--- src/rtl/tdc_frame_packer_64b.sv ---
// Buffers 32-bit TDC hit words and packs them two per 64-bit frame with per-byte K flags.
// Overflow is reported in-band as a K28.6 (0xDC) error slot carrying the first dropped channel.
module tdc_frame_packer_64b #(
    parameter int DEPTH = 16,
    parameter int CNT_W = 16
) (
    input  logic                     clk,
    input  logic                     rst,
    input  logic                     enable,
    input  logic [31:0]              chnl_data_32b,
    input  logic                     chnl_data_valid,
    input  logic                     tx_ready,
    output logic [63:0]              data_64b,
    output logic [7:0]               o_Kin,
    output logic [$clog2(DEPTH):0]   fifo_count,
    output logic [CNT_W-1:0]         drop_count,
    output logic                     overflow_pending
);
    localparam int AW = $clog2(DEPTH);
    localparam logic [31:0] IDLE_WORD = 32'hBCBC_BCBC;
    localparam logic [3:0]  K_IDLE    = 4'b1111;
    localparam logic [3:0]  K_DATA    = 4'b0000;
    localparam logic [3:0]  K_ERR     = 4'b1011;

    logic [31:0]      mem [DEPTH];
    logic [AW:0]      wr_ptr_reg, rd_ptr_reg;
    logic [AW:0]      count;
    logic [AW:0]      count_after_pop;
    logic [1:0]       pop_n;
    logic             fire;
    logic             push_ok;
    logic             push;
    logic             drop;
    logic             err_load;
    logic [31:0]      head_word, second_word;
    logic [31:0]      upper_word, lower_word;
    logic [3:0]       upper_k, lower_k;
    logic [4:0]       err_chnum_reg;
    logic [63:0]      data_reg;
    logic [7:0]       kin_reg;
    logic [CNT_W-1:0] drop_count_reg;
    logic             pending_reg;

    assign count     = wr_ptr_reg - rd_ptr_reg;
    assign fire      = enable & tx_ready;
    assign err_load  = fire & pending_reg;
    assign head_word   = mem[rd_ptr_reg[AW-1:0]];
    assign second_word = mem[rd_ptr_reg[AW-1:0] + AW'(1)];

    // The error slot always takes the upper half, so at most one data word follows it.
    always_comb begin
        pop_n = 2'd0;
        if (fire) begin
            if (pending_reg) begin
                pop_n = (count != '0) ? 2'd1 : 2'd0;
            end else if (count >= (AW+1)'(2)) begin
                pop_n = 2'd2;
            end else if (count == (AW+1)'(1)) begin
                pop_n = 2'd1;
            end
        end
    end

    assign count_after_pop = count - {{(AW-1){1'b0}}, pop_n};
    assign push_ok = count_after_pop < (AW+1)'(DEPTH);
    assign push    = enable & chnl_data_valid & push_ok;
    assign drop    = enable & chnl_data_valid & ~push_ok;

    always_comb begin
        upper_word = IDLE_WORD;
        upper_k    = K_IDLE;
        lower_word = IDLE_WORD;
        lower_k    = K_IDLE;
        if (pending_reg) begin
            upper_word = {8'hDC, err_chnum_reg, 3'b000, 16'hBCBC};
            upper_k    = K_ERR;
            if (count != '0) begin
                lower_word = head_word;
                lower_k    = K_DATA;
            end
        end else if (count != '0) begin
            upper_word = head_word;
            upper_k    = K_DATA;
            if (count >= (AW+1)'(2)) begin
                lower_word = second_word;
                lower_k    = K_DATA;
            end
        end
    end

    always_ff @(posedge clk) begin
        if (push) begin
            mem[wr_ptr_reg[AW-1:0]] <= chnl_data_32b;
        end
    end

    always_ff @(posedge clk) begin
        if (rst) begin
            wr_ptr_reg     <= '0;
            rd_ptr_reg     <= '0;
            data_reg       <= {2{IDLE_WORD}};
            kin_reg        <= 8'hFF;
            drop_count_reg <= '0;
            pending_reg    <= 1'b0;
            err_chnum_reg  <= '0;
        end else if (enable) begin
            if (push) begin
                wr_ptr_reg <= wr_ptr_reg + (AW+1)'(1);
            end
            rd_ptr_reg <= rd_ptr_reg + {{(AW-1){1'b0}}, pop_n};
            if (fire) begin
                data_reg <= {upper_word, lower_word};
                kin_reg  <= {upper_k, lower_k};
            end
            if (drop && (drop_count_reg != {CNT_W{1'b1}})) begin
                drop_count_reg <= drop_count_reg + CNT_W'(1);
            end
            // A drop coinciding with the error-slot load re-arms with the new channel.
            if (drop && (!pending_reg || err_load)) begin
                pending_reg   <= 1'b1;
                err_chnum_reg <= chnl_data_32b[31:27];
            end else if (err_load) begin
                pending_reg <= 1'b0;
            end
        end
    end

    assign data_64b         = data_reg;
    assign o_Kin            = kin_reg;
    assign fifo_count       = count;
    assign drop_count       = drop_count_reg;
    assign overflow_pending = pending_reg;

endmodule

--- config.mk ---
export PLATFORM = sky130hd
export DESIGN_NAME = tdc_frame_packer_64b
export DESIGN_NICKNAME = d
export VERILOG_FILES = /design/src/rtl/tdc_frame_packer_64b.sv
export SDC_FILE = /design/constraint.sdc
export NUM_CORES = 1
export LEC_CHECK = 0
export CELL_PAD_IN_SITES_DETAIL_PLACEMENT = 1
export CELL_PAD_IN_SITES_GLOBAL_PLACEMENT = 2
export CORE_MARGIN = 2
export CORE_UTILIZATION = 46
export DETAILED_ROUTE_END_ITERATION = 12
export PLACE_DENSITY = 0.79
export SETUP_SLACK_MARGIN = 0.15
export SLEW_MARGIN = 25
export SYNTH_ARGS = -nofsm -noshare
export SYNTH_HDL_FRONTEND = slang
export SYNTH_SLANG_ARGS = --single-unit
--- constraint.sdc ---
create_clock -name clk -period 7.35 [get_ports clk]
set_input_delay 1.47 -clock clk [delete_from_list [all_inputs] [get_ports clk]]
set_output_delay 1.47 -clock clk [all_outputs]
set_load 0.05 [all_outputs]
# After elaboration in Yosys (flattened, before gate mapping)
# Memory sizes are Yosys's and may differ from the RTL's. A register that Yosys moved wholly into a read port is not among the register bits.
# Cells that the tools add are included.
totals:
  register_bits: 104
  mem_bits_rw: 512
  inputBits: 37
  output_inout_bits: 94
  n_memories: 1
memory_table:
  columns: ["name", "depth", "width", "rd", "rd_ports_with_merged_regs", "write_ports", "line", "rtl"]
  rows:
  - ["mem", 16, 32, 2, 1, 1, "25", "logic [31:0] mem [DEPTH];"]
classes:
  addsub: 6
  magnitude_cmp: 2
  n_eq_ne: 2
  muxes: 21
  n_bitwise: 6
  n_reduce_logical: 11
op_table:
  columns: ["op", "count"]
  rows:
  - ["$mux W32", 5]
  - ["$mux W4", 7]
  - ["$add A16 B1 Y16 const B", 1]
  - ["$ne A16 B16 Y1 const B", 1]
  - ["$reduce_and A2 Y1", 5]
  - ["$mux W1", 6]
  - ["$mux W2", 3]
  - ["$add A5 B1 Y5 const B", 1]
  - ["$add A5 B2 Y5", 1]
  - ["$and A1 B1 Y1", 5]
  - ["$eq A5 B1 Y1 const B", 1]
  - ["$ge A5 B2 Y1 const B", 1]
  - ["$lt A5 B5 Y1 const B", 1]
  - ["$reduce_bool A5 Y1", 1]
  - ["$sub A5 B2 Y5", 1]
  - ["$sub A5 B5 Y5", 1]
  - ["$add A4 B1 Y4 const B", 1]
  - ["$logic_and A1 B1 Y1", 2]
  - ["$reduce_bool A2 Y1", 1]
  - ["$logic_not A1 Y1", 1]
  - ["$logic_or A1 B1 Y1", 1]
  - ["$not A1 Y1", 1]

# Longest topological paths before layout
# Gate-level depths: netlist of the first run.
depth:
  depth_word: 13
  mapped_depth: 20

# Worst setup path after synthesis of the first run
# Ideal clock, no wire load.
synth_timing:
  kind: "input -> register"
  startpoint: "in enable"
  endpoint: "reg wr_ptr_reg[4]"
  arrival_time_ns: 6.220
  required_time_ns: 7.229
  path_slack_ns: 1.009
  cell_stages: 11
  path_buffers: 3
  path_cell_list: "buf_2 -> and2_1 -> clkbuf_1 -> clkbuf_1 -> nand2_1 -> ha_1 -> a211oi_2 -> o21ai_4 -> mux2i_1 -> nor3_1 -> mux2_2"
synth_between:
  elab_chain_cells: 6
  elab_cells_between_ends: 7
  cone_classes: "1 x add/sub; 1 x order compare; 1 x mux; 3 x bitwise; 1 x reduce/logical"
synth_rtl:
  columns: ["item", "line", "rtl"]
  rows:
  - ["start: declaration", "9", "input logic enable,"]
  - ["$and A1 B1 Y1", "45", "assign fire = enable & tx_ready;"]
  - ["$mux W2", "53", "if (fire) begin"]
  - ["$sub A5 B2 Y5", "64", "assign count_after_pop = count - {{(AW-1){1'b0}}, pop_n};"]
  - ["$lt A5 B5 Y1", "65", "assign push_ok = count_after_pop < (AW+1)'(DEPTH);"]
  - ["$and A1 B1 Y1", "66", "assign push = enable & chnl_data_valid & push_ok;"]
  - ["$reduce_and A2 Y1 (no line) *", null, null]
  - ["end signal: assignment", "108", "wr_ptr_reg <= wr_ptr_reg + (AW+1)'(1);"]
  - ["end: declaration", "26", "logic [AW:0] wr_ptr_reg, rd_ptr_reg;"]
# Mark *: on every way between the ends. The rest lies on a longest branch, timed or not.
# A chain may end at the register's enable or synchronous reset.

# Worst setup path in the final report of the first run
layout_timing:
  startpoint: "reg rd_ptr_reg[0]"
  endpoint: "mem mem[6][14], enable pin"
layout_between:
  elab_chain_cells: 11
  elab_cells_between_ends: 14
  cone_classes: "2 x add/sub; 2 x order compare; 1 x eq/ne; 7 x mux; 1 x bitwise; 1 x reduce/logical"
layout_rtl:
  columns: ["item", "line", "rtl"]
  rows:
  - ["start: declaration", "26", null]
  - ["start signal: assignment", "110", "rd_ptr_reg <= rd_ptr_reg + {{(AW-1){1'b0}}, pop_n};"]
  - ["$sub A5 B5 Y5 *", "44", "assign count = wr_ptr_reg - rd_ptr_reg;"]
  - ["parallel branches: the longest is 5 deep, another holds $ge A5 B2 Y1", null, null]
  - ["$sub A5 B2 Y5 *", "64", null]
  - ["$lt A5 B5 Y1 *", "65", null]
  - ["$and A1 B1 Y1 *", "66", null]
  - ["$mux W1 *", "92", "if (push) begin"]
  - ["$mux W1 (not written as such) *", "93", "mem[wr_ptr_reg[AW-1:0]] <= chnl_data_32b;"]
  - ["end: declaration", "25", null]
# Every way passes the cells marked *.

==> load_flow_metrics.sql, run 1 <==
INSERT INTO impl_metrics (metric_group, metric, value, unit) VALUES
('run_status', 'outcome', 'finished clean', ''),
('placed_design', 'routabilityCongestion', '0.805', ''),
('global_route', 'grt_pass1_vias', '17600', ''),
('die', 'initial_core_util', '46.3', '%'),
('synthesis', 'post_synth_inst_count', '1599', ''),
('synthesis', 'post_synth_instance_area', '27900', 'um^2'),
('global_route', 'pin_count_of_the_biggest_net_entering_global_routing', '98', ''),
('route', 'wire_per_inst', '31.4', 'um'),
('synthesis', 'postSynthAreaPerCell', '17.4', 'um^2'),
('cells_and_area', 'mostFrequentLayoutCell', 'sky130_fd_sc_hd__edfxtp_1', ''),
('power_and_ir_drop', 'power', '8520', 'uW'),
('die', 'die_outline_area', '62500', 'um^2'),
('clock_tree', 'tritoncts', 'built', ''),
('placed_design', 'detailed_place_hpwl', '48.5', 'mm'),
('critical_path', 'cp.required', '7.61', 'ns'),
('global_route', 'antenna_violations_before_repair', '3', ''),
('critical_path', 'worst_setup_path_class', 'register to register', ''),
('route', 'ant_nets', '0', ''),
('synthesis', 'unique_masters_post_synth', '57', ''),
('clock_tree', 'ctsResizeCount', '0', ''),
('run', 'maxCapViolCount', '0', ''),
('synthesis', 'synth-edff-count', '512', ''),
('timing', 'setup_repair_after_global_routing_missed_its_margin', 'no', ''),
('global_route', 'grt_use_total', '25.6', '%'),
('timing', 'finalHoldViolations', '0', ''),
('die', 'die-height', '250', 'um'),
('route', 'routed_wire_length', '79.2', 'mm'),
('clock_tree', 'cts_max_path_buffers', '3', ''),
('timing', 'maxSlewViolCount', '0', ''),
('route', 'dr.first_iter.drc_count', '1816', ''),
('synthesis', 'yosysSeqAreaShare', '62.6', '%'),
('cells_and_area', 'final_area', '32300', 'um^2'),
('synthesis', 'async_flop_share', '0', '%'),
('cells_and_area', 'largest_reg_flops', '512', ''),
('placed_design', 'postPlaceCellArea', '30000', 'um^2'),
('clock_tree', 'cts.htree.levels', '3', ''),
('critical_path', 'startpoint_type_of_the_worst_setup_path', 'register', ''),
('clock_tree', 'clk_root_buffer_cell', 'sky130_fd_sc_hd__clkbuf_16', ''),
('clock_tree', 'cts_setup_buffers', '0', ''),
('critical_path', 'arrival', '5.90', 'ns'),
('cells_and_area', 'finalNetCount', '1749', ''),
('power_and_ir_drop', 'power_density', '264', 'nW/um^2'),
('clock_tree', 'worstSkewPairLatency', '0.60', 'ns'),
('synthesis', 'synth-main-ff-cell', 'sky130_fd_sc_hd__edfxtp_1', ''),
('route', 'drc_errors', '0', ''),
('timing', 'achievable-frequency', '177', 'MHz'),
('critical_path', 'critical_path_peak_fanout', '18', ''),
('die', 'chipWidth', '250', 'um'),
('timing', 'clock_skew', '0.0128', 'ns'),
('clock_tree', 'tritoncts.num_buffers', '66', ''),
('route', 'drt_pre_antenna_iters', '5', ''),
('worst_hold_path', 'worstHoldPathType', 'register to register', ''),
('die', 'ioPinCount', '131', ''),
('cells_and_area', 'insertedDiodeCount', '0', ''),
('synthesis', 'postSynthNetCount', '1651', ''),
('global_route', 'global_route_wire_length_before_repair', '118', 'mm'),
('critical_path', 'end_kind', 'register', ''),
('die', 'design.core.area', '60100', 'um^2'),
('clock_tree', 'clock-sinks', '615', ''),
('global_route', 'global_route.overflow_total', '0', ''),
('clock_tree', 'cts_hold_repair.buffers', '0', ''),
('synthesis', 'yosys_warnings', '0', ''),
('cells_and_area', 'layout_common_cells', 'sky130_fd_sc_hd__edfxtp_1 (512), sky130_fd_sc_hd__mux4_2 (276), sky130_fd_sc_hd__clkdlybuf4s50_1 (129)', ''),
('timing', 'final_period_demand_of_the_worst_path', '5.64', 'ns'),
('timing', 'setup-violations-final', '0', ''),
('power_and_ir_drop', 'vdd_ir_drop_max', '139', 'uV'),
('cells_and_area', 'synthToLayoutAreaGrowth', '15.9', '%'),
('timing', 'timing.hold.ws', '0.474', 'ns'),
('cells_and_area', 'layout-drive-gt1-share', '25.7', '%'),
('clock_tree', 'clkSlewWorstSetupHoldPaths', '0.06', 'ns'),
('placed_design', 'port-buffer-count', '130', ''),
('timing', 'finalSetupTns', '0', 'ns'),
('die', 'site_row_count', '90', ''),
('route', 'post_drt_via_cell_ratio', '6.54', ''),
('timing', 'timing.max_slew.rel_slack', '30.9', '%'),
('power_and_ir_drop', 'leakagePower', '0.00994', 'uW'),
('route', 'vias', '16500', ''),
('timing', 'worst_pin_slew', '1.04', 'ns'),
('synthesis', 'synthesized_flop_and_latch_total', '615', ''),
('timing', 'min_period_over_period', '76.8', '%');
==> logic make-up (layout without fill, tap and decap cells) <==
logic type                 Yosys count  count (layout)  synth area share [%]
xor gates and xnor gates             6               6                 0.216
adders and majority gates           15              15                 0.728
and+or+nand+nor                    221             221                  3.93
DFF                                615             615                  62.6
buffers and inverters              151             297                  2.37
AOI/OAI and AO/OA                  288             288                  6.79
muxes                              303             303                  23.4
==> stage by stage <==
step / setup slack, ns / instances / util (%)
4_1_cts: 1.71 / 2527 / 53.7
3_3_place_gp: 1.87 / 2411 / 50.0
3_5_place_dp: 1.73 / 2411 / 50.0
2_1_floorplan: 1.01 / 1599 / -
6_report: 1.71 / 2527 / 53.7
5_1_grt: 1.38 / 2527 / 53.7
==> Yosys cell counts (18+ instances only) <==
cell	instances	area, um^2
sky130_fd_sc_hd__edfxtp_1	512	15400
sky130_fd_sc_hd__mux4_2	276	6220
sky130_fd_sc_hd__dfxtp_1	103	2060
sky130_fd_sc_hd__nor2_1	83	312
sky130_fd_sc_hd__a21oi_1	75	375
sky130_fd_sc_hd__clkbuf_1	66	248
sky130_fd_sc_hd__o21ai_0	55	275
sky130_fd_sc_hd__a22o_1	50	438
sky130_fd_sc_hd__buf_2	48	240
sky130_fd_sc_hd__o22ai_1	31	194
sky130_fd_sc_hd__nor3_1	30	150
sky130_fd_sc_hd__a22oi_1	24	180
sky130_fd_sc_hd__nand2_1	21	78.8
sky130_fd_sc_hd__nor2b_1	21	131
sky130_fd_sc_hd__mux2i_1	20	200
sky130_fd_sc_hd__nand2b_1	18	113
==> worst paths after layout <==
kind | start | endpoint | slack, ns | cells after the start
worst max-delay path | rd_ptr_reg[0]$_SDFFE_PP0P_ | mem[6][14]$_DFFE_PP_ | 1.71 | 15
worst min-delay path | data_64b[51]$_SDFFE_PP1P_ | data_64b[51]$_SDFFE_PP1P_ | 0.47 | 2
worst max register to register | rd_ptr_reg[0]$_SDFFE_PP0P_ | mem[6][14]$_DFFE_PP_ | 1.71 | 15
worst min register to register | data_64b[51]$_SDFFE_PP1P_ | data_64b[51]$_SDFFE_PP1P_ | 0.47 | 2
==> final cells by class <==
class | instances | area [um^2]
multi-input combinational | 833 | 9940
inverter | 15 | 56.3
timing repair buffer | 166 | 1630
sequential | 615 | 17400
tap | 782 | 978
clock inverter | 34 | 415
fill | 5448 | 27800
clock buffer | 82 | 1820
==> critical path, stage by stage (launching register included) <==
cell and delay [ns]:
sky130_fd_sc_hd__dfxtp_4 0.51, sky130_fd_sc_hd__ha_1 0.21, sky130_fd_sc_hd__inv_1 0.05, sky130_fd_sc_hd__fa_1 0.42
sky130_fd_sc_hd__nand3_1 0.12, sky130_fd_sc_hd__a21oi_1 0.18, sky130_fd_sc_hd__o22a_1 0.48, sky130_fd_sc_hd__a21oi_2 0.63
sky130_fd_sc_hd__nand2_1 0.23, sky130_fd_sc_hd__ha_1 0.37, sky130_fd_sc_hd__a211oi_2 0.26, sky130_fd_sc_hd__o21ai_4 0.15
sky130_fd_sc_hd__mux2_2 0.33, sky130_fd_sc_hd__nand3_1 0.32, sky130_fd_sc_hd__nor2_4 0.56, sky130_fd_sc_hd__buf_4 0.45
==> layer usage <==
metal	global-route usage (%)	part of all wire, %
met1	35.5	41
met2	39.5	46
met3	7.31	10
met4	8.20	2.7
met5	0	0.028
==> where the power goes <==
group	internal, uW	switching, uW
registers	3830	48.3
logic	462	707
clock network	2100	1370
No activity file was read; power rests on OpenSTA's default activity.
==> run 2, diff against run 1 <==
==> constraint.sdc (replaced) <==
create_clock -name clk -period 5.85 [get_ports clk]
set_input_delay 1.17 -clock clk [delete_from_list [all_inputs] [get_ports clk]]
set_output_delay 1.17 -clock clk [all_outputs]
set_load 0.05 [all_outputs]
==> run 2 against run 1 <==
Effect of this change: combinational power up 28%; global-route usage grew 0.67 points; first-iteration DRC count shrank 8.5%; largest cell class unchanged.
==> load_flow_metrics.sql, run 2 (synthesis gave the netlist of run 1 again) <==
INSERT INTO impl_metrics (metric_group, metric, value, unit) VALUES
('run_status', 'outcome', 'finished clean', ''),
('timing', 'finalSetupTns', '0', 'ns'),
('global_route', 'pin_count_of_the_biggest_net_entering_global_routing', '70', ''),
('cells_and_area', 'multiInputGateArea', '9960', 'um^2'),
('cells_and_area', 'largest_reg_flops', '512', ''),
('timing', 'clock_skew', '0.0193', 'ns'),
('clock_tree', 'clock-sinks', '615', ''),
('timing', 'min_period_over_period', '92.3', '%'),
('clock_tree', 'ctsResizeCount', '0', ''),
('placed_design', 'dp.cells', '2420', ''),
('power_and_ir_drop', 'power', '10700', 'uW'),
('clock_tree', 'worstSkewPairLatency', '0.60', 'ns'),
('cells_and_area', 'mostFrequentLayoutCell', 'sky130_fd_sc_hd__edfxtp_1', ''),
('critical_path', 'arrival', '5.69', 'ns'),
('power_and_ir_drop', 'vdd_ir_drop_max', '175', 'uV'),
('global_route', 'grt_use_total', '26.3', '%'),
('route', 'routed_wire_length', '80.7', 'mm'),
('cells_and_area', 'fin_cells', '2542', ''),
('cells_and_area', 'synthToLayoutAreaGrowth', '16.6', '%'),
('die', 'die-height', '250', 'um'),
('cells_and_area', 'ff_latch_area', '17400', 'um^2'),
('critical_path', 'r2r_slack', '0.45', 'ns'),
('die', 'chipWidth', '250', 'um'),
('clock_tree', 'cts.htree.levels', '3', ''),
('route', 'drt_pre_antenna_iters', '6', ''),
('timing', 'achievable-frequency', '185', 'MHz'),
('critical_path', 'cp_slowest_cell', 'sky130_fd_sc_hd__nor2_4', ''),
('cells_and_area', 'fill_cells', '5441', ''),
('route', 'wire_per_inst', '31.7', 'um'),
('clock_tree', 'cts_setup_buffers', '0', ''),
('timing', 'finalHoldViolations', '0', ''),
('placed_design', 'dpl_worst_slack', '0.520', 'ns'),
('critical_path', 'worst_r2r_path_depth', '16', ''),
('die', 'ioPinCount', '131', ''),
('route', 'vias', '16700', ''),
('critical_path', 'critical_path_peak_fanout', '18', ''),
('critical_path', 'critPathMaxStageDelay', '0.69', 'ns'),
('clock_tree', 'tritoncts', 'built', ''),
('worst_hold_path', 'worstHoldPathType', 'register to register', ''),
('timing', 'worst_pin_slew', '1.03', 'ns'),
('route', 'drc_errors', '0', ''),
('die', 'design.core.area', '60100', 'um^2'),
('cells_and_area', 'finalNetCount', '1761', ''),
('route', 'ant_nets', '0', ''),
('critical_path', 'end_kind', 'register', ''),
('global_route', 'antenna_violations_before_repair', '5', ''),
('clock_tree', 'clk_root_buffer_cell', 'sky130_fd_sc_hd__clkbuf_16', ''),
('placed_design', 'routabilityCongestion', '0.831', ''),
('die', 'die_outline_area', '62500', 'um^2'),
('global_route', 'global_route_wire_length_before_repair', '121', 'mm'),
('critical_path', 'cp.required', '6.14', 'ns'),
('clock_tree', 'cts_hold_repair.buffers', '0', ''),
('power_and_ir_drop', 'power_density', '328', 'nW/um^2'),
('die', 'site_row_count', '90', ''),
('worst_hold_path', 'min_to', 'data_64b[29]$_SDFFE_PP1P_', ''),
('clock_tree', 'cts_max_path_buffers', '3', ''),
('clock_tree', 'tritoncts.num_buffers', '68', ''),
('clock_tree', 'clkSlewWorstSetupHoldPaths', '0.06', 'ns'),
('critical_path', 'cp_cell_sequence', 'inv_1 -> ha_1 -> inv_1 -> fa_1 -> nand3_1 -> a21oi_1 -> o22a_1 -> a21oi_2 -> nand2_1 -> ha_1 -> a211oi_2 -> o21ai_4 -> mux2_2 -> nand3_1 -> nor2_4 -> buf_12', ''),
('timing', 'timing.max_slew.rel_slack', '31.2', '%'),
('power_and_ir_drop', 'leakagePower', '0.0100', 'uW'),
('timing', 'setup_repair_after_global_routing_missed_its_margin', 'no', ''),
('placed_design', 'detailed_place_hpwl', '50.5', 'mm'),
('critical_path', 'worstReg2RegStart', 'wr_ptr_reg[0]$_SDFFE_PP0P_', ''),
('route', 'post_drt_via_cell_ratio', '6.56', ''),
('global_route', 'grt_pass1_vias', '17700', ''),
('route', 'dr.first_iter.drc_count', '1662', ''),
('critical_path', 'worst_setup_path_class', 'register to register', ''),
('timing', 'final_period_demand_of_the_worst_path', '5.40', 'ns'),
('die', 'initial_core_util', '46.3', '%'),
('timing', 'maxSlewViolCount', '0', ''),
('worst_hold_path', 'holdPathStages', '2', ''),
('worst_hold_path', 'hold_path.startpoint', 'data_64b[29]$_SDFFE_PP1P_', ''),
('run', 'maxCapViolCount', '0', ''),
('timing', 'timing.hold.ws', '0.470', 'ns'),
('critical_path', 'worstReg2RegEnd', 'mem[4][24]$_DFFE_PP_', ''),
('timing', 'setup-violations-final', '0', ''),
('cells_and_area', 'layout-drive-gt1-share', '26.3', '%'),
('critical_path', 'startpoint_type_of_the_worst_setup_path', 'register', ''),
('placed_design', 'port-buffer-count', '130', ''),
('timing', 'finalWorstSetupSlack', '0.451', 'ns'),
('cells_and_area', 'layout_common_cells', 'sky130_fd_sc_hd__edfxtp_1 (512), sky130_fd_sc_hd__mux4_2 (276), sky130_fd_sc_hd__clkdlybuf4s50_1 (129)', ''),
('global_route', 'global_route.overflow_total', '0', '');
-- run 2: changes by cell type in the layout (fill, tap and decap cells not counted), moves of 2 or more --
| cell | delta |
|---|---|
| sky130_fd_sc_hd__clkinv_1 | -5 |
| sky130_fd_sc_hd__nor3_4 | +5 |
| sky130_fd_sc_hd__bufinv_16 | -4 |
| sky130_fd_sc_hd__clkinv_2 | +7 |
| sky130_fd_sc_hd__clkbuf_16 | +2 |
| sky130_fd_sc_hd__nor3_2 | -5 |
| sky130_fd_sc_hd__clkbuf_1 | +4 |
| sky130_fd_sc_hd__buf_12 | +9 |
-- run 2: worst max-delay path by stage --
stage / from / endpoint
after floorplan: rd_ptr_reg[0]$_SDFFE_PP0P_ / mem[7][0]$_DFFE_PP_
after CTS: wr_ptr_reg[0]$_SDFFE_PP0P_ / mem[4][25]$_DFFE_PP_
after global routing: wr_ptr_reg[0]$_SDFFE_PP0P_ / mem[4][25]$_DFFE_PP_
final: wr_ptr_reg[0]$_SDFFE_PP0P_ / mem[4][24]$_DFFE_PP_
after global placement: wr_ptr_reg[0]$_SDFFE_PP0P_ / mem[4][25]$_DFFE_PP_
after detailed placement: wr_ptr_reg[0]$_SDFFE_PP0P_ / mem[4][25]$_DFFE_PP_
-- run 2: area by class of cell --
| cell class | count | area share [%] |
|---|---|---|
| clock buffer | 89 | 5.84 |
| antenna | 1 | 0.00770 |
| inverter | 15 | 0.173 |
| tap | 782 | 3.01 |
| timing repair buffer | 176 | 5.66 |
| clock inverter | 31 | 0.944 |
| multi-input combinational | 833 | 30.7 |
| sequential | 615 | 53.7 |
-- run 2: layer usage --
layer / vias to the layer above / GRT usage, % / wire length (um)
li1: 6888 / - / -
met1: 8858 / 36.3 / 33100
met2: 801 / 40.8 / 37700
met3: 128 / 7.61 / 7970
met4: 2 / 7.97 / 1810
met5: - / 0 / 12
-- run 2: where the power goes --
group	total, uW	switching [uW]	internal [uW]
Clock	4280	1740	2550
Sequential	4880	61.3	4810
Combinational	1500	905	596
Total	10700	2700	7960
-- run 2: worst max-delay path, delay by kind of cell, from the launching register on --
kind / cells / cell delay [ns]
buf+inv: 3 / 0.48
fa+ha+maj: 3 / 0.99
simple gates: 4 / 1.42
compound gates: 5 / 1.46
mux: 1 / 0.35
flops: 1 / 0.35
-- run 2: per-stage QoR --
step / utilization [%] / cell area [um^2]
after floorplan: - / 27900
after global placement: 50.3 / 30300
after detailed placement: 50.3 / 30300
after CTS: 54.0 / 32500
after global routing: 54.0 / 32500
final: 54.0 / 32500
==> run 3, diff against run 2 <==
--- a/config.mk
+++ b/config.mk
@@ -9,8 +9,11 @@
 export CELL_PAD_IN_SITES_GLOBAL_PLACEMENT = 2
 export CORE_MARGIN = 2
 export CORE_UTILIZATION = 46
+export CTS_CLUSTER_DIAMETER = 30
 export DETAILED_ROUTE_END_ITERATION = 12
+export HOLD_SLACK_MARGIN = 0.08
 export PLACE_DENSITY = 0.79
+export RECOVER_POWER = 50
 export SETUP_SLACK_MARGIN = 0.15
 export SLEW_MARGIN = 25
 export SYNTH_ARGS = -nofsm -noshare
==> run 3 against run 2 <==
Effect of this change: the flow now finishes with violations (max-capacitance violations, max-slew violations); die area unchanged; count of clock-buffer cells in the layout increased by 65; wire length increased by 4.7%; hold slack got worse by 0.0059 ns; cell area increased by 7.4%; sequential share of layout area decreased by 3.7 points; sequential power about the same; via count increased by 4.1%; non-clock buffer count decreased by 1; clock skew decreased by 0.0015 ns; clock power increased by 81%; fmax increased by 0.46%; critical endpoint is now mem[4][22]$_DFFE_PP_; highest routed layer unchanged.
==> load_flow_metrics.sql, run 3 (synthesis gave the netlist of run 1 again) <==
INSERT INTO impl_metrics (metric_group, metric, value, unit) VALUES
('run_status', 'outcome', 'complete, but fails checks', ''),
('run_status', 'failed_checks', 'max-capacitance violations, max-slew violations', ''),
('clock_tree', 'cts_setup_buffers', '0', ''),
('clock_tree', 'tritoncts.num_buffers', '135', ''),
('timing', 'worst_pin_slew', '1.98', 'ns'),
('clock_tree', 'worstSkewPairLatency', '0.72', 'ns'),
('placed_design', 'detailed_place_hpwl', '50.5', 'mm'),
('timing', 'achievable-frequency', '186', 'MHz'),
('critical_path', 'critical_path.endpoint', 'mem[4][22]$_DFFE_PP_', ''),
('route', 'post_drt_via_cell_ratio', '6.51', ''),
('clock_tree', 'clkSlewWorstSetupHoldPaths', '0.04', 'ns'),
('worst_hold_path', 'worstHoldPathType', 'register to register', ''),
('route', 'drc_errors', '0', ''),
('clock_tree', 'cts.htree.levels', '4', ''),
('cells_and_area', 'largest_reg_flops', '512', ''),
('placed_design', 'routabilityCongestion', '0.831', ''),
('timing', 'finalSetupTns', '0', 'ns'),
('cells_and_area', 'layout-drive-gt1-share', '30.9', '%'),
('route', 'vias', '17400', ''),
('critical_path', 'worstReg2RegEnd', 'mem[4][22]$_DFFE_PP_', ''),
('critical_path', 'critPathMaxStageDelay', '0.66', 'ns'),
('timing', 'clock_skew', '0.0178', 'ns'),
('timing', 'min_period_over_period', '91.9', '%'),
('cells_and_area', 'insertedDiodeCount', '0', ''),
('die', 'chipWidth', '250', 'um'),
('timing', 'maxSlewViolCount', '39', ''),
('critical_path', 'worst_r2r_path_depth', '16', ''),
('die', 'design.core.area', '60100', 'um^2'),
('clock_tree', 'clock-sinks', '615', ''),
('critical_path', 'cp_cell_sequence', 'inv_1 -> ha_1 -> inv_1 -> fa_1 -> nand3_1 -> a21oi_1 -> o22a_1 -> a21oi_2 -> nand2_1 -> ha_1 -> a211oi_2 -> o21ai_4 -> mux2_2 -> nand3_1 -> nor2_4 -> buf_12', ''),
('critical_path', 'startpoint_type_of_the_worst_setup_path', 'register', ''),
('global_route', 'global_route_wire_length_before_repair', '127', 'mm'),
('critical_path', 'cp_slowest_cell', 'sky130_fd_sc_hd__nor2_4', ''),
('global_route', 'global_route.overflow_total', '0', ''),
('die', 'ioPinCount', '131', ''),
('timing', 'final_period_demand_of_the_worst_path', '5.37', 'ns'),
('global_route', 'grt_pass1_vias', '18600', ''),
('critical_path', 'end_kind', 'register', ''),
('timing', 'setup_repair_after_global_routing_missed_its_margin', 'no', ''),
('global_route', 'grt_use_total', '27.7', '%'),
('run', 'maxCapViolCount', '1', ''),
('die', 'die-height', '250', 'um'),
('route', 'dr.first_iter.drc_count', '1803', ''),
('global_route', 'antenna_violations_before_repair', '4', ''),
('cells_and_area', 'post-route-util', '58.0', '%'),
('clock_tree', 'clk_root_buffer_cell', 'sky130_fd_sc_hd__clkbuf_16', ''),
('critical_path', 'cp.required', '6.24', 'ns'),
('cells_and_area', 'layout_common_cells', 'sky130_fd_sc_hd__edfxtp_1 (512), sky130_fd_sc_hd__mux4_2 (276), sky130_fd_sc_hd__clkbuf_16 (141)', ''),
('clock_tree', 'ctsResizeCount', '0', ''),
('critical_path', 'critical_path_peak_fanout', '18', ''),
('cells_and_area', 'mostFrequentLayoutCell', 'sky130_fd_sc_hd__edfxtp_1', ''),
('clock_tree', 'cts_max_path_buffers', '3', ''),
('placed_design', 'port-buffer-count', '130', ''),
('clock_tree', 'tritoncts', 'built', ''),
('power_and_ir_drop', 'power_density', '405', 'nW/um^2'),
('die', 'die_outline_area', '62500', 'um^2'),
('critical_path', 'crit_path_start', 'wr_ptr_reg[0]$_SDFFE_PP0P_', ''),
('timing', 'timing.max_slew.rel_slack', '-31.9', '%'),
('clock_tree', 'cts_hold_repair.buffers', '0', ''),
('route', 'routed_wire_length', '84.5', 'mm'),
('power_and_ir_drop', 'leakagePower', '0.0111', 'uW'),
('route', 'ant_nets', '0', ''),
('route', 'wire_per_inst', '31.7', 'um'),
('critical_path', 'r2r_slack', '0.48', 'ns'),
('cells_and_area', 'finalNetCount', '1827', ''),
('power_and_ir_drop', 'vdd_ir_drop_max', '231', 'uV'),
('die', 'site_row_count', '90', ''),
('global_route', 'pin_count_of_the_biggest_net_entering_global_routing', '70', ''),
('die', 'initial_core_util', '46.3', '%'),
('route', 'drt_pre_antenna_iters', '6', ''),
('critical_path', 'arrival', '5.77', 'ns'),
('critical_path', 'worst_setup_path_class', 'register to register', ''),
('timing', 'finalHoldViolations', '0', ''),
('cells_and_area', 'synthToLayoutAreaGrowth', '25.3', '%'),
('critical_path', 'worstReg2RegStart', 'wr_ptr_reg[0]$_SDFFE_PP0P_', ''),
('timing', 'setup-violations-final', '0', '');
[run 3: how the worst min path moves through the flow]
stage                                       start                            end  slack, ns  depth (start not counted)
finish                  data_64b[55]$_SDFFE_PP1P_      data_64b[55]$_SDFFE_PP1P_       0.46                          2
global route                o_Kin[6]$_SDFFE_PP1P_          o_Kin[6]$_SDFFE_PP1P_       0.51                          1
CTS                     data_64b[29]$_SDFFE_PP1P_      data_64b[29]$_SDFFE_PP1P_       0.48                          2
detailed placement      data_64b[29]$_SDFFE_PP1P_      data_64b[29]$_SDFFE_PP1P_       0.46                          2
global placement        data_64b[27]$_SDFFE_PP1P_      data_64b[27]$_SDFFE_PP1P_       0.45                          2
floorplan           err_chnum_reg[0]$_SDFFE_PP0P_  err_chnum_reg[0]$_SDFFE_PP0P_       0.45                          2
[run 3: area by class of cell]
| class | instances | area [um^2] |
|---|---|---|
| clock inverters | 93 | 1070 |
| inverters | 15 | 56.3 |
| fillers | 5300 | 25200 |
| clock buffers | 154 | 3580 |
| repair buffers | 175 | 1810 |
| flip-flops and latches | 615 | 17400 |
| multi-input cells | 833 | 9950 |
| well taps | 782 | 978 |
[run 3: metal layers]
metal	part of all wire, %	track usage [%]	up-vias
met4	2.4	9.00	6
met3	9.7	8.54	175
met5	0.082	0	-
li1	-	-	7085
met2	47	43.2	910
met1	40	37.4	9181
[run 3: power breakdown]
group / leakage (uW) / switching (uW) / internal, uW
clock network: 0.00223 / 2550 / 5200
logic: 0.00344 / 916 / 574
registers: 0.00545 / 60.7 / 4830
[run 3: critical path: cells and delay by family (launching register included)]
family | cells | cell delay (ns)
flip-flops | 1 | 0.35
AO/OA/AOI/OAI | 5 | 1.48
buffers and inverters | 3 | 0.49
AND/OR/NAND/NOR | 4 | 1.40
adder cells (fa/ha/maj) | 3 | 0.99
multiplexers | 1 | 0.37
[run 3: per-stage QoR]
step                hold slack [ns]  worst slack, ns  instances  area (um^2)  total power, uW
finish                        0.464            0.475       2667        34900            14100
global route                  0.507            0.204       2667        34900            14500
CTS                           0.475            0.483       2667        34900            14200
detailed placement            0.465            0.520       2420        30300             6470
global placement              0.454            0.665       2420        30300             6440
floorplan                     0.455            0.503       1599        27900             5940
==> variant 1: new RTL, config.mk and constraints of run 2 <==
Put one more register stage on the output `drop_count`, cleared by the reset. The value now appears one clock later. The other outputs are not delayed to match.
--- a/src/rtl/tdc_frame_packer_64b.sv
+++ b/src/rtl/tdc_frame_packer_64b.sv
@@ -128,7 +128,13 @@
     assign data_64b         = data_reg;
     assign o_Kin            = kin_reg;
     assign fifo_count       = count;
-    assign drop_count       = drop_count_reg;
+    always_ff @(posedge clk) begin
+        if (rst) begin
+            drop_count <= '0;
+        end else begin
+            drop_count <= drop_count_reg;
+        end
+    end
     assign overflow_pending = pending_reg;
 
 endmodule
Behaviour: same outputs for any inputs over 4 cycles, from zero or initial values and one cycle with rst high; that may be too few to reach the edited logic, so the function may still have changed.
==> variant 1 against run 2 <==
Area after synthesis grew 1.1%; setup slack gained 390 ps; largest power group unchanged; routed wire length grew 0.40%; critical endpoint is now mem[5][3]; final cell count shrank 0.90%; design area grew 1.0%; total power grew 2.1%; sequential cell count grew 16; worst hold slack lost 13 ps; synthesized cell count shrank 2.8%.
==> variant 1: results <==
[place]
dpl_cell_area_um2 = 30500
hpwl_mm = 52.8
place_congestion = 0.822
post-place-ws_ps = 780

[clocking]
cts_buffers = 68
clk_pin_slew_ps = 60
cts_buffer_depth = 3
cts_resized = 0
htreeDepth = 3
clockRootBuffer = clkbuf_16
clk-insertion-delay-late_ps = 610

[detailed_routing]
wl_met3_mm = 7.87
viasPerCell = 6.61
dr.pass1.iters = 5
routed.top_layer = met4
wl_met2_mm = 38.0
drt-met1-wl_mm = 33.4
first_iter_violations = 1990
wl_per_cell_um = 32.1

[global_route]
grt_pass1_vias = 17500
grt_usage = 0.261
use_met2 = 0.403
antenna_found_initial = 0
use_met3 = 0.0597
grt_max_degree = 68
grt_pass1_wl_mm = 121
grtUsageMet1 = 0.375

[run_status]
outcome = finished clean

[finish]
drive_above_1_share = 0.278
fin_nets = 1734
largest_reg_flops = 512

[critical_path]
cpMaxStageDelayCell = and3_2
crit_arrival_ps = 5320
critical_path.max_stage_delay_ps = 650
path_max_fanout = 19
path_delay_family = simple AND/OR/NAND/NOR gates

[synth]
synth_warnings = 0
synth_cell_types = 62
syn-num-nets = 1607
seq_area_frac_synth = 0.630
synth_common_cells = 512 x edfxtp_1, 283 x mux4_2, 119 x dfxtp_1
synth_area_leaders = edfxtp_1 55%, mux4_2 23%, dfxtp_1 8.5%

[pwr]
peakVddDrop_v = 0.000178
p_leak_nw = 10.3

[timing]
clock_skew_ps = 30.3
worst_slew_pin_slew_ps = 1090
[variant 1: cell types whose count changed after synthesis, sizes merged, moves of 13 or more]
cell / delta
a22o: -26
nor2b: +18
o21ai: -47
nand2b: -13
a21oi: -48
dfxtp: +16
nand2: +40
a22oi: -14
and3: +13
nor3: -16
[variant 1: power by group]
group          total (W)  leakage [nW]  internal, W  switching [W]
registers        0.00499          5.58      0.00493      0.0000671
logic            0.00142          3.62     0.000580       0.000843
clock network    0.00447          1.11      0.00264        0.00182
total             0.0109          10.3      0.00815        0.00273
[variant 1: stage by stage]
step / utilization / hold WS, ps / cells
floorplan: - / 430 / 1555
CTS: 0.542 / 459 / 2518
global route: 0.543 / 484 / 2518
global placement: 0.504 / 440 / 2394
detailed placement: 0.504 / 450 / 2394
finish: 0.543 / 457 / 2519
[variant 1: cell families (layout without fill, tap and decap cells)]
group           Yosys count  count (layout)  synth area share
flops                   631             631             0.630
mux                     314             314             0.238
other cells               0               1                 0
buf+inv                 137             318            0.0241
fa+ha+maj                15              15           0.00720
compound gates          203             203            0.0546
simple gates            248             248            0.0436
xor+xnor                  7               7           0.00218
[variant 1: area by class of cell]
type | instances | area, µm²
antenna | 1 | 2.50
clock buffer | 86 | 1830
clock inverter | 38 | 470
fill | 5364 | 27700
inverter | 15 | 56.3
multi-input combinational | 787 | 9850
sequential | 631 | 17800
tap | 782 | 978
timing repair buffer | 179 | 1860
[variant 1: final timing paths]
path                                        from  depth (start not counted)  slack, ps          endpoint
worst max register to register     wr_ptr_reg[0]                         19        840         mem[5][3]
worst min register to register  err_chnum_reg[4]                          2        460  err_chnum_reg[4]
worst max-delay path               wr_ptr_reg[0]                         19        840         mem[5][3]
worst min-delay path            err_chnum_reg[4]                          2        460  err_chnum_reg[4]
==> variant 2: new RTL, settings of run 2 <==
Made on the original files. Set the parameter `DEPTH` to 8 (it was 16).
--- a/src/rtl/tdc_frame_packer_64b.sv
+++ b/src/rtl/tdc_frame_packer_64b.sv
@@ -1,7 +1,7 @@
 // Buffers 32-bit TDC hit words and packs them two per 64-bit frame with per-byte K flags.
 // Overflow is reported in-band as a K28.6 (0xDC) error slot carrying the first dropped channel.
 module tdc_frame_packer_64b #(
-    parameter int DEPTH = 16,
+    parameter int DEPTH = 8,
     parameter int CNT_W = 16
 ) (
     input  logic                     clk,
Interface: changed (resized fifo_count); port bits go from 131 to 130. The function was not compared with the original's and may differ.
==> variant 2 against run 2 <==
Total power shrank 40%; setup slack improved by 540 ps; design area shrank 41%; routed wire length down 48%; die area is 43% lower; sequential cell count down 259; area after synthesis is 43% lower; critical endpoint is now mem[0][23].
==> variant 2: results <==
[run_status]
outcome = finished clean

[synth]
seq_area_frac_synth = 0.613
ys_async_sr_fraction = 0
synth_warnings = 0
syn-num-nets = 1088
synth_cell_types = 50
synth_common_cells = 256 x edfxtp_1, 128 x mux4_2, 103 x nand2_1
synth_edf_count = 256
synth_ff_type = edfxtp_1
synth_area_leaders = edfxtp_1 49%, mux4_2 18%, dfxtp_1 13%

[finish]
num_antenna_cells = 0
drive_above_1_share = 0.241
largest_reg_flops = 256
fin_nets = 1202

[global_route]
grt_max_degree = 74
grt_pass1_vias = 10400
grt_usage = 0.235
antenna_found_initial = 0
grt_pass1_wl_mm = 63.9

[detailed_routing]
viasPerCell = 6.06
drt-total-wl_mm = 41.9
dr.pass1.iters = 5
first_iter_violations = 766

[clocking]
cts_resized = 0
clockRootBuffer = clkbuf_16
cts_setup_buffers = 0
htreeDepth = 2
clk-insertion-delay-late_ps = 530
cts_buffer_depth = 3
cts_buffers = 40
clk_pin_slew_ps = 60

[place]
hpwl_mm = 25.9
dpl_cell_area_um2 = 17700
place_congestion = 0.738
numPortBuffers = 129

[timing]
clock_skew_ps = 14.1
relSlewSlack = 0.320

[pwr]
p_leak_nw = 6.09
peakVddDrop_v = 0.000236

[critical_path]
critical_path.max_stage_delay_ps = 650
path_max_fanout = 32
crit_arrival_ps = 5020
path_delay_family = simple AND/OR/NAND/NOR gates
cpMaxStageDelayCell = dfxtp_1

[hold_path]
hold_path_class = reg2reg
variant 2: cell types whose count changed after synthesis, moves of 14 or more:
cell and change:
a22oi_1 -24, nand2b_1 -14, o22ai_1 -31, nor2_1 -18, nor2b_1 -16, edfxtp_1 -256, mux2_2 +27, buf_2 -40
mux4_2 -148, o21ai_0 -16, nand2_1 +82, a22o_1 -50, a31o_2 +17, a21oi_1 -35
variant 2: final timing paths:
| path | start | end | slack, ps | cells past startpoint |
|---|---|---|---|---|
| max | wr_ptr_reg[2] | mem[0][23] | 990 | 12 |
| min | data_64b[60] | data_64b[60] | 460 | 1 |
| max reg2reg | wr_ptr_reg[2] | mem[0][23] | 990 | 12 |
| min reg2reg | data_64b[60] | data_64b[60] | 460 | 1 |
variant 2: cells by family after synthesis:
group / count (synthesis) / synth area share
buffers and inverters: 98 / 0.0251
XOR/XNOR: 6 / 0.00333
AND/OR/NAND/NOR: 241 / 0.0678
flip-flops: 356 / 0.613
AO/OA/AOI/OAI: 157 / 0.0686
adder cells (fa/ha/maj): 11 / 0.00966
multiplexers: 171 / 0.212
variant 2: per-stage QoR:
stage,std cells,setup slack (ps)
2_1_floorplan,1040,173
3_3_place_gp,1559,1040
3_5_place_dp,1559,981
4_1_cts,1633,1000
5_1_grt,1634,788
6_report,1634,987
variant 2: final cells by class:
cell class,instances,area (µm²)
clock buffers,55,1160
clock inverters,19,154
fillers,3159,14700
inverters,14,52.6
multi-input cells,586,5890
flip-flops and latches,356,9700
well taps,448,561
repair buffers,156,1510
variant 2: routing by layer:
layer / vias to the layer above / track usage / part of all wire
met2: 322 / 0.394 / 0.49
li1: 4347 / - / -
met1: 5177 / 0.326 / 0.43
met5: - / 0 / 0
met3: 56 / 0.0378 / 0.058
met4: 0 / 0.0537 / 0.018
variant 2: power by group:
| part | internal (W) | switching [W] |
|---|---|---|
| sequential | 0.00279 | 0.0000726 |
| combinational | 0.000444 | 0.000669 |
| clock | 0.00148 | 0.000989 |
| total | 0.00471 | 0.00173 |
